`src/rtl/ascii_bin_pkg.sv`:
```
// Shared constants and state encoding for the ASCII decimal to binary converter.
package ascii_bin_pkg;

  localparam int         DIGITS_DEF = 4;
  localparam logic [7:0] ASCII_ZERO = 8'h30;
  localparam logic [7:0] ASCII_NINE = 8'h39;

  typedef enum logic [1:0] {
    IDLE,
    CHECK,
    MAC,
    DONE
  } state_t;

endpackage

```
`src/rtl/ascii_to_bin_digit_check.sv`:
```
// Classifies one ASCII byte as a decimal digit and extracts its value.
module ascii_digit_check
  import ascii_bin_pkg::*;
(
  input  logic [7:0] i_byte,
  output logic       o_valid,
  output logic [3:0] o_digit
);

  assign o_valid = (i_byte >= ASCII_ZERO) && (i_byte <= ASCII_NINE);
  // Low nibble equals the digit value for '0'..'9'.
  assign o_digit = i_byte[3:0];

endmodule

```
`src/rtl/ascii_to_bin.sv`:
```
// Converts a word of ASCII decimal digits (MSD in the top byte) to unsigned binary,
// one multiply-accumulate step per cycle; cross_ready low freezes everything.
//
// state | meaning
// IDLE  | waiting for ascii_valid; outputs hold the last result
// CHECK | validate every latched byte
// MAC   | acc = acc*10 + digit, one digit per cycle, MSD first
// DONE  | publish bin_out / err, raise bin_ready
module ascii_to_bin
  import ascii_bin_pkg::*;
#(
  parameter int DIGITS = DIGITS_DEF,
  parameter int BIN_W  = 14
) (
  input  logic                  clk,
  input  logic                  rst,
  input  logic [8*DIGITS-1:0]   ascii_in,
  input  logic                  ascii_valid,
  input  logic                  cross_ready,
  output logic [BIN_W-1:0]      bin_out,
  output logic                  bin_ready,
  output logic                  err
);

  localparam int              IDX_W    = (DIGITS > 1) ? $clog2(DIGITS) : 1;
  localparam logic [IDX_W-1:0] LAST_IDX = IDX_W'(DIGITS - 1);

  state_t              r_state, w_state_nx;
  logic [8*DIGITS-1:0] r_word, w_word_nx;
  logic [BIN_W-1:0]    r_acc, w_acc_nx;
  logic [BIN_W-1:0]    r_bin, w_bin_nx;
  logic [IDX_W-1:0]    r_idx, w_idx_nx;
  logic                r_bad, w_bad_nx;
  logic                r_rdy, w_rdy_nx;
  logic                r_err, w_err_nx;

  logic [DIGITS-1:0]   w_dig_ok;
  logic [3:0]          w_digit [DIGITS];
  logic [3:0]          w_cur;

  for (genvar g = 0; g < DIGITS; g++) begin : g_chk
    ascii_digit_check u_chk (
      .i_byte  (r_word[8*g +: 8]),
      .o_valid (w_dig_ok[g]),
      .o_digit (w_digit[g])
    );
  end

  // Index 0 walks from the most significant byte downward.
  assign w_cur = w_digit[LAST_IDX - r_idx];

  always_comb begin
    w_state_nx = r_state;
    w_word_nx  = r_word;
    w_acc_nx   = r_acc;
    w_bin_nx   = r_bin;
    w_idx_nx   = r_idx;
    w_bad_nx   = r_bad;
    w_rdy_nx   = r_rdy;
    w_err_nx   = r_err;
    if (cross_ready) begin
      case (r_state)
        IDLE: begin
          if (ascii_valid) begin
            w_word_nx  = ascii_in;
            w_rdy_nx   = 1'b0;
            w_err_nx   = 1'b0;
            w_state_nx = CHECK;
          end
        end
        CHECK: begin
          if (&w_dig_ok) begin
            w_bad_nx   = 1'b0;
            w_acc_nx   = '0;
            w_idx_nx   = '0;
            w_state_nx = MAC;
          end else begin
            w_bad_nx   = 1'b1;
            w_state_nx = DONE;
          end
        end
        MAC: begin
          w_acc_nx = (r_acc << 3) + (r_acc << 1) + BIN_W'(w_cur);
          if (r_idx == LAST_IDX) begin
            w_idx_nx   = '0;
            w_state_nx = DONE;
          end else begin
            w_idx_nx = r_idx + 1'b1;
          end
        end
        DONE: begin
          w_bin_nx   = r_bad ? '0 : r_acc;
          w_err_nx   = r_bad;
          w_rdy_nx   = 1'b1;
          w_state_nx = IDLE;
        end
        default: w_state_nx = IDLE;
      endcase
    end
  end

  always_ff @(posedge clk) begin
    if (rst) begin
      r_state <= IDLE;
      r_word  <= '0;
      r_acc   <= '0;
      r_bin   <= '0;
      r_idx   <= '0;
      r_bad   <= 1'b0;
      r_rdy   <= 1'b0;
      r_err   <= 1'b0;
    end else begin
      r_state <= w_state_nx;
      r_word  <= w_word_nx;
      r_acc   <= w_acc_nx;
      r_bin   <= w_bin_nx;
      r_idx   <= w_idx_nx;
      r_bad   <= w_bad_nx;
      r_rdy   <= w_rdy_nx;
      r_err   <= w_err_nx;
    end
  end

  assign bin_out   = r_bin;
  assign bin_ready = r_rdy;
  assign err       = r_err;

endmodule

```
`config.mk`:
```
export PLATFORM = sky130hd
export DESIGN_NAME = ascii_to_bin
export DESIGN_NICKNAME = d
export VERILOG_FILES = /design/src/rtl/ascii_bin_pkg.sv /design/src/rtl/ascii_to_bin_digit_check.sv /design/src/rtl/ascii_to_bin.sv
export SDC_FILE = /design/constraint.sdc
export NUM_CORES = 1
export LEC_CHECK = 0
export ABC_AREA = 1
export CAP_MARGIN = 40
export CORE_ASPECT_RATIO = 1.2
export CORE_UTILIZATION = 25
export CTS_CLUSTER_DIAMETER = 200
export DETAILED_ROUTE_END_ITERATION = 10
export PLACE_DENSITY = 0.54
export SETUP_SLACK_MARGIN = 0.2
export SLEW_MARGIN = 20
export SYNTH_ARGS = -nofsm -noshare
export SYNTH_HDL_FRONTEND = slang
export SYNTH_SLANG_ARGS = --single-unit
```
`constraint.sdc`:
```
create_clock -name clk -period 3.84 [get_ports clk]
set_input_delay 0.768 -clock clk [delete_from_list [all_inputs] [get_ports clk]]
set_output_delay 0.768 -clock clk [all_outputs]
set_load 0.02 [all_outputs]
```
==> impl_metrics.env <==
export IMPL_p_seq_share_pct=42.3
export IMPL_max_cap_viol_count=0
export IMPL_clock_path_buffers=2
export IMPL_slew_viol_final=0
export IMPL_synth_cell_type_count=37
export IMPL_ant_nets=0
export IMPL_place_gp_congestion=0.825
export IMPL_synth_seq_area_share_pct=36.8
export IMPL_cts_resized=0
export IMPL_worstSkewPairLatency_ns=0.33
export IMPL_syn_to_final_growth_pct=26.8
export IMPL_grt_total_usage_pct=11.8
export IMPL_clock_sinks=67
export IMPL_r2r_start="r_idx[0]$_SDFFE_PP0P_"
export IMPL_netlist_instances=499
export IMPL_fin_skew_ns=0.00813
export IMPL_portBuffers=51
export IMPL_vdd_drop_max_v=0.000233
export IMPL_syn_area_per_cell_um2=7.31
export IMPL_finalInstanceArea_mm2=0.00463
export IMPL_cp_arrival_ns=3.09
export IMPL_io_pins=52
export IMPL_wl_um=8290
export IMPL_floorplan_initialDensity_pct=25.5
export IMPL_rsz0062_at_grt="false"
export IMPL_async_flop_share_pct=0
export IMPL_final_setup_tns_ns=0
export IMPL_fin_crit_ns=2.82
export IMPL_avgRoutedWirePerCell_um=11.4
export IMPL_drt_first_pass_iters=8
export IMPL_p_sw_mw=0.443
export IMPL_yosys_top_cells_count="nand2_1 (149), dfxtp_1 (67), a21oi_1 (51)"
export IMPL_syn_nets=564
export IMPL_dieArea_mm2=0.0151
export IMPL_detailedPlacementHpwl_um=6380
export IMPL_drcViolationCount=3
export IMPL_dieHeight_um=134
export IMPL_reg2reg_depth=16
export IMPL_yosysMostFrequentCell="nand2_1"
export IMPL_hold_viol_final=0
export IMPL_maxSlewHeadroom_pct=51.5
export IMPL_synth_top_cell_area_share_pct=36.8
export IMPL_synth_edff_count=0
export IMPL_synth_warnings=0
export IMPL_h_tree_depth=3
export IMPL_synth_area_mm2=0.00365
export IMPL_grt_start_max_net_pins=43
export IMPL_hold_class="reg2reg"
export IMPL_globalRoute_totalOverflow=0
export IMPL_grt_pass1_wl_um=14300
export IMPL_worst_setup_path_end_kind="register"
export IMPL_post_dp_cell_area_mm2=0.00433
export IMPL_crit_start="r_idx[0]$_SDFFE_PP0P_"
export IMPL_synth_seq_cells=67
export IMPL_power_frac_clock_pct=46.4
export IMPL_antenna_cells=0
export IMPL_nets=612
export IMPL_antenna_found_initial=0
export IMPL_fin_util_pct=32.4
export IMPL_total_power_mw=1.76
export IMPL_dp_slack_ns=1.05
export IMPL_fp_dieW_um=112
export IMPL_viasPerCell=4.42
export IMPL_via_count=3214
export IMPL_synth_top_cell_by_area="dfxtp_1"
export IMPL_core_area_mm2=0.0143
export IMPL_rr_endpoint="r_acc[10]$_SDFFE_PP0P_"
export IMPL_path_clk_slew_ns=0.06
export IMPL_rows=48
export IMPL_ctsHoldBuffers=0
export IMPL_cts_root_buffer="clkbuf_16"
export IMPL_p_leak_nw=1.88
export IMPL_fmax_ghz=0.355
export IMPL_ys_flop_type="dfxtp_1"
export IMPL_crit_type="reg2reg"
export IMPL_critical_path_startpoint_type="register"
export IMPL_min_period_over_period_pct=73.4
export IMPL_finalWorstSetupSlack_ns=1.02
export IMPL_post_cts_buffers=0
export IMPL_cts_tree="done"
export IMPL_grt_pass1_vias=3072
export IMPL_finalSetupViolations=0
export IMPL_status="complete, but fails checks"
export IMPL_swShare_pct=25.2
export IMPL_ys_top_cells_by_area="dfxtp_1 (37%), nand2_1 (15%), ha_1 (9.3%), a21oi_1 (7.0%), nor2_1 (4.2%)"
export IMPL_failed_checks="design-rule violations"
export IMPL_rrSetupSlack_ns=1.02
export IMPL_worst_slew_pin_slew_ns=0.726
export IMPL_drt_iter0_markers=114
export IMPL_drive_gt1_share_pct=12.1
export IMPL_crit_required_ns=4.11
export IMPL_setup_worst_path_end="r_acc[10]$_SDFFE_PP0P_"
export IMPL_numCtsBuffers=9
export IMPL_powerDensity_mw_per_mm2=380
export IMPL_p_comb_share_pct=11.4
export IMPL_cp_max_fo=15
export IMPL_internal_power_mw=1.31
## cell usage in the layout, fill, tap and decap left out, types with 2 or more instances in the layout
master           instances
a211oi_1                 2
a211oi_2                10
a21o_1                   2
a21oi_1                 51
a21oi_2                 10
buf_4                    3
clkbuf_1                 2
clkbuf_16                9
clkdlybuf4s50_1         50
clkinv_4                 3
clkinvlp_4               2
dfxtp_1                 67
fa_1                     2
ha_1                    27
inv_1                   40
inv_2                   10
nand2_1                149
nand2_2                  6
nand2_4                  2
nand3_1                 24
nand3b_1                 3
nand4_1                  2
nor2_1                  41
nor2_2                   4
o21ai_0                 10
o21ai_1                  3
o22ai_1                  2
xor2_1                   3
## area by class of cell
| cell class | instances | area (µm²) |
|---|---|---|
| Fill cell | 1565 | 9670 |
| Tap cell | 175 | 219 |
| Clock inverter | 5 | 62.6 |
| Timing Repair Buffer | 55 | 548 |
| Sequential cell | 67 | 1340 |
| Inverter | 53 | 209 |
| Clock buffer | 11 | 233 |
| Multi-Input combinational cell | 361 | 2010 |
## critical path, cell delays in order (launching register included)
cell and delay, ns:
dfxtp_1 0.56, inv_1 0.16, o21ai_0 0.17, o22ai_1 0.09, ha_1 0.29, ha_1 0.23, fa_1 0.44, nand2_1 0.11
inv_2 0.04, o21ai_2 0.11, nand2_2 0.07, nand2_1 0.08, nand2_1 0.05, nand2_1 0.05, nand2_1 0.05, o21a_1 0.17
nor2_1 0.07
## metrics by stage
step,hold slack (ns),instances
5_1_grt,0.472,727
3_3_place_gp,0.445,710
2_1_floorplan,0.441,499
6_report,0.453,727
4_1_cts,0.456,727
3_5_place_dp,0.447,711
## layer usage
metal	GRT usage, %	part of all wire, %	wire [µm]
met5	0	0	0
met1	14.0	46	3810
met2	20.7	48	3960
met3	3.43	5.0	413
met4	3.56	1.3	107
## power groups by stage
| stage | sequential, mW | clock, mW | combinational, mW |
|---|---|---|---|
| 6_report | 0.743 | 0.815 | 0.200 |
| 5_1_grt | 0.748 | 0.867 | 0.224 |
| 4_1_cts | 0.743 | 0.834 | 0.203 |
| 3_5_place_dp | 0.758 | 0 | 0.203 |
| 3_3_place_gp | 0.757 | 0 | 0.198 |
| 2_1_floorplan | 0.753 | 0 | 0.139 |
## sequential cells by signal (all words and copies together), names as in the netlist
signal     flops
r_bad          1
r_word        32
bin_out       14
err            1
r_acc         14
bin_ready      1
r_state        2
r_idx          2
## cell families after synthesis
kind of cell	synth area share, %
and+or+nand+nor	27.5
DFF	36.8
xor gates and xnor gates	0.960
AOI/OAI and AO/OA	16.4
adders and majority gates	10.4
buffers and inverters	8.06
## how the worst min path moves through the flow
stage	start	to	slack, ns	cells past startpoint
floorplan	r_word[14]$_SDFFE_PP0P_	r_word[14]$_SDFFE_PP0P_	0.44	2
global route	r_word[7]$_SDFFE_PP0P_	r_word[7]$_SDFFE_PP0P_	0.47	2
detailed placement	r_word[30]$_SDFFE_PP0P_	r_word[30]$_SDFFE_PP0P_	0.45	2
CTS	r_word[30]$_SDFFE_PP0P_	r_word[30]$_SDFFE_PP0P_	0.46	2
finish	r_word[30]$_SDFFE_PP0P_	r_word[30]$_SDFFE_PP0P_	0.45	2
global placement	r_word[7]$_SDFFE_PP0P_	r_word[7]$_SDFFE_PP0P_	0.45	2
Note: power is estimated with default switching activity, not from simulation.
